--- src/rtl/addsub_chk_pkg.sv ---
// addsub_chk_pkg: sweep FSM states, default WIDTH/SETTLE and golden {cout, s} arithmetic for the adder/subtractor checker
package addsub_chk_pkg;
  localparam int DEF_WIDTH = 4;
  localparam int DEF_SETTLE = 1;
  typedef enum logic [1:0] {IDLE, APPLY, CHECK, FIN} state_t;
  function automatic logic [32:0] addsub_expect(input logic cin, input logic [31:0] a, input logic [31:0] b, input int w);
    logic [31:0] m;
    m = (w >= 32) ? '1 : ((32'd1 << w) - 32'd1);
    return {1'b0, a} + {1'b0, cin ? (~b & m) : b} + {32'd0, cin};
  endfunction
endpackage

--- src/rtl/addsub_ref.sv ---
// addsub_ref: combinational golden model; ports cin/a/b in, exp_cs = {cout, s} out
module addsub_ref
  import addsub_chk_pkg::*;
#(
  parameter int WIDTH = DEF_WIDTH
) (
  input  logic             cin,
  input  logic [WIDTH-1:0] a,
  input  logic [WIDTH-1:0] b,
  output logic [WIDTH:0]   exp_cs
);
  assign exp_cs = (WIDTH+1)'(addsub_expect(cin, 32'(a), 32'(b), WIDTH));
endmodule

--- config.mk ---
export PLATFORM = sky130hd
export DESIGN_NAME = addsub_ref
export DESIGN_NICKNAME = d
export VERILOG_FILES = /design/src/rtl/addsub_chk_pkg.sv /design/src/rtl/addsub_ref.sv
export SDC_FILE = /design/constraint.sdc
export NUM_CORES = 1
export LEC_CHECK = 0
export CAP_MARGIN = 20
export CORE_AREA = 2 2 39 41
export DETAILED_ROUTE_END_ITERATION = 8
export DIE_AREA = 0 0 41 43
export MAX_ROUTING_LAYER = met4
export SYNTH_ARGS = -nofsm -noshare
export SYNTH_HDL_FRONTEND = slang
export SYNTH_SLANG_ARGS = --single-unit
--- constraint.sdc ---
create_clock -name vclk -period 2.3
set_input_delay 0.46 -clock vclk [all_inputs]
set_output_delay 0.46 -clock vclk [all_outputs]
set_load 0.03 [all_outputs]
==> summary.md, run 1 <==
| Metric | Value |
|---|---|
| Launch point of the worst path | a[0] |
| Number of antenna diodes | 0 |
| Pin count of the biggest net entering global routing | 5 |
| Final setup violation count | 0 |
| Result of the run | complete, no violations |
| Cells taking the most area after synthesis | sky130_fd_sc_hd__xor2_1 24%, sky130_fd_sc_hd__ha_1 21%, sky130_fd_sc_hd__fa_1 11% |
| Chain of cells forming the critical path | dlygate4sd2_1 -> mux2_4 -> fa_2 -> buf_4 -> xor2_2 -> buf_6 |
| Hold Path Depth | 4 |
| Worst setup path class | input port to primary output |
| Top-Level Pins | 14 |
| Post-detail-place hpwl | 436 microns |
| Count of nets after finishing | 61 |
| Combinational share of power | 100.0% |
| Power density cells | 398 nW/um^2 |
| Switching Fraction | 49.4% |
| Hold wc startpoint | b[0] |
| Initial cell density of the core | 13.0% |
| Share of post-route cells with drive strength above 1 | 67.4% |
| Clock share of power | 0% |
| Min Hold Slack | 1.42 ns |
| Part of the total power dissipated in sequential elements | 0% |
| RSZ-0062 raised after global routing | true |
| Share of the synthesized area in the top cell type | 24.3% |
| Routed wire length | 515 microns |
| Yosys warning count | 0 |
| DR vias/cell | 3.92 |
| Register area | 0 sq um |
| Cell-internal power | 97.3 uW |
| Number of endpoints with negative hold slack in the final report | 0 |
| Wire length per cell after detailed routing | 8.31 microns |
| Number of design rule violations left after detail routing | 0 |
| Number of clock buffers in the layout | 0 |
| Number of maximum-capacitance violations | 0 |
| Die Span Y | 43 microns |
| Worst IR Drop VDD | 208 uV |
| Switch Pwr | 95.0 uW |
| Most common cell in the netlist | sky130_fd_sc_hd__xor2_1 |
| Final sequential cell count | 0 |
| Final slew viol count | 0 |
| Floorplan row count | 14 |
| Maximum operating frequency | 446 MHz |
| Detailed-router iteration count before antenna repair | 1 |
| Total Power | 192 uW |
| Gr usage total | 6.68% |
| PortBufs | 14 |
| Antenna-violating nets left | 0 |
| Max Fanout on Critical Path | 3 |
| Post-synthesis cell type with the largest combined area | sky130_fd_sc_hd__xor2_1 |
| Number of global-route vias before repair | 234 |
| Syn Area/Cell | 9.01 sq um |
| Required @ worst endpoint | 1.84 ns |
| Number of unique standard cell types used by synthesis | 12 |
| Overall die area | 1760 sq um |
| Slew at the pin closest to its max-slew limit | 0.177 ns |
| Number of DRC violations after detailed-routing iteration 0 | 0 |
| Portion of the post-synthesis area used by sequential elements | 0% |
| # hold bufs at CTS | 0 |
| Data arrival time at the worst-slack endpoint | 1.78 ns |
| First-pass GRT wire length | 876 microns |
| Commonest cells in the synthesized netlist | 5 x sky130_fd_sc_hd__xor2_1, 3 x sky130_fd_sc_hd__ha_1, 2 x sky130_fd_sc_hd__a21oi_1, 2 x sky130_fd_sc_hd__nand4_1 |
| Gr ovfl total | 0 |
| Portion of the clock cycle consumed by the worst path in the final layout | 97.4% |
| Signed area change from the synthesized netlist to the final layout | 168% |
| Fill cell instance count of the final layout | 157 |
| Placer's final routability congestion estimate | 0.707 |
| Min Tclk post-route | 2.24 ns |
| Core ar. | 1380 sq um |
| Startpoint Class | input port |
| Summed negative setup slack over all endpoints | 0 ns |
| Crit-path max cell delay | 0.34 ns |
| Critical path endpoint category | primary output |
| Die X-Extent | 41 microns |
| Number of vias in the routed layout | 243 |
| Path class of the lowest-slack min-delay path | input port to primary output |
| Crit path max-delay cell type | sky130_fd_sc_hd__fa_2 |
| Leakage power summed over all cells | 0.227 nW |
| Synthesized area | 180 sq um |
| Number of instances in the synthesized netlist | 20 |
| Post-synthesis net count | 33 |
| Headroom to the max-slew limit | 88.2% |
| Antenna violations before repair | 0 |
==> cell families (layout without fill, tap and decap cells) <==
kind of cell	Yosys count	after routing	share of synthesized area [%]
muxes	1	1	8.33
and+or+nand+nor	5	5	20.1
xor gates and xnor gates	5	5	24.3
AOI/OAI and AO/OA	4	4	13.2
buffers and inverters	1	27	2.08
adders and majority gates	4	4	31.9
==> final cells by class <==
cell class         count  area (sq um)  area share (%)
inverters              1          3.75           0.777
repair buffers        26           223            46.1
well taps             16          20.0            4.15
multi-input cells     19           236            49.0
==> power groups by stage <==
stage | Combinational, mW | Clock [mW] | Sequential (mW)
6_report | 0.192 | 0 | 0
5_1_grt | 0.207 | 0 | 0
4_1_cts | 0.182 | 0 | 0
3_5_place_dp | 0.169 | 0 | 0
3_3_place_gp | 0.168 | 0 | 0
2_1_floorplan | 0.0879 | 0 | 0
==> per-stage QoR <==
step | instances | instance area (sq um) | worst slack (ns) | utilization, %
after floorplan | 20 | 180 | 0.0930 | -
after global placement | 62 | 420 | -0.621 | 30.4
after detailed placement | 62 | 420 | -0.642 | 30.4
after CTS | 62 | 467 | 0.00514 | 33.7
after global routing | 62 | 483 | -0.00984 | 34.9
final | 62 | 483 | 0.0602 | 34.9
==> timing repair <==
item                       in CTS  in global routing
setup endpoints to repair       4                  2
gates resized for setup        32                  9
gates cloned                    0                  0
setup buffers                   1                  0
pin swaps                      10                  6
==> worst max-delay path, delay by kind of cell <==
kind	cells	cell delay, ns
mux	1	0.27
xor+xnor	1	0.16
fa+ha+maj	1	0.34
buf+inv	3	0.54
==> layer usage <==
metal / track usage (%) / vias up / share of wire (%)
met5: - / - / 0
met4: 0 / 0 / 0
met3: 0 / 0 / 6.0
met2: 10.6 / 10 / 52
met1: 9.94 / 107 / 42
li1: - / 126 / -
==> final timing paths <==
check                    to  slack [ns]
hold / removal    exp_cs[0]        1.42
setup / recovery  exp_cs[2]        0.06
==> placed cells by master, fill, tap and decap left out, drive strengths merged <==
cell type / n
buf: 18
xor2: 5
clkdlybuf4s15: 3
ha: 3
a21oi: 2
nand4: 2
dlygate4sd2: 2
clkbuf: 2
mux2: 1
inv: 1
o21bai: 1
or4: 1
nor4b: 1
a31oi: 1
nor3b: 1
fa: 1
dlymetal6s2s: 1
Power figures use the tool's default switching activity.
==> run 2: changes to the inputs <==
--- a/config.mk
+++ b/config.mk
@@ -5,7 +5,7 @@
 export SDC_FILE = /design/constraint.sdc
 export NUM_CORES = 1
 export LEC_CHECK = 0
-export CAP_MARGIN = 20
+export CAP_MARGIN = 40
 export CORE_AREA = 2 2 39 41
 export DETAILED_ROUTE_END_ITERATION = 8
 export DIE_AREA = 0 0 41 43
==> results of run 2 <==
Final layout, timing and power as in run 1 (identical DEF).
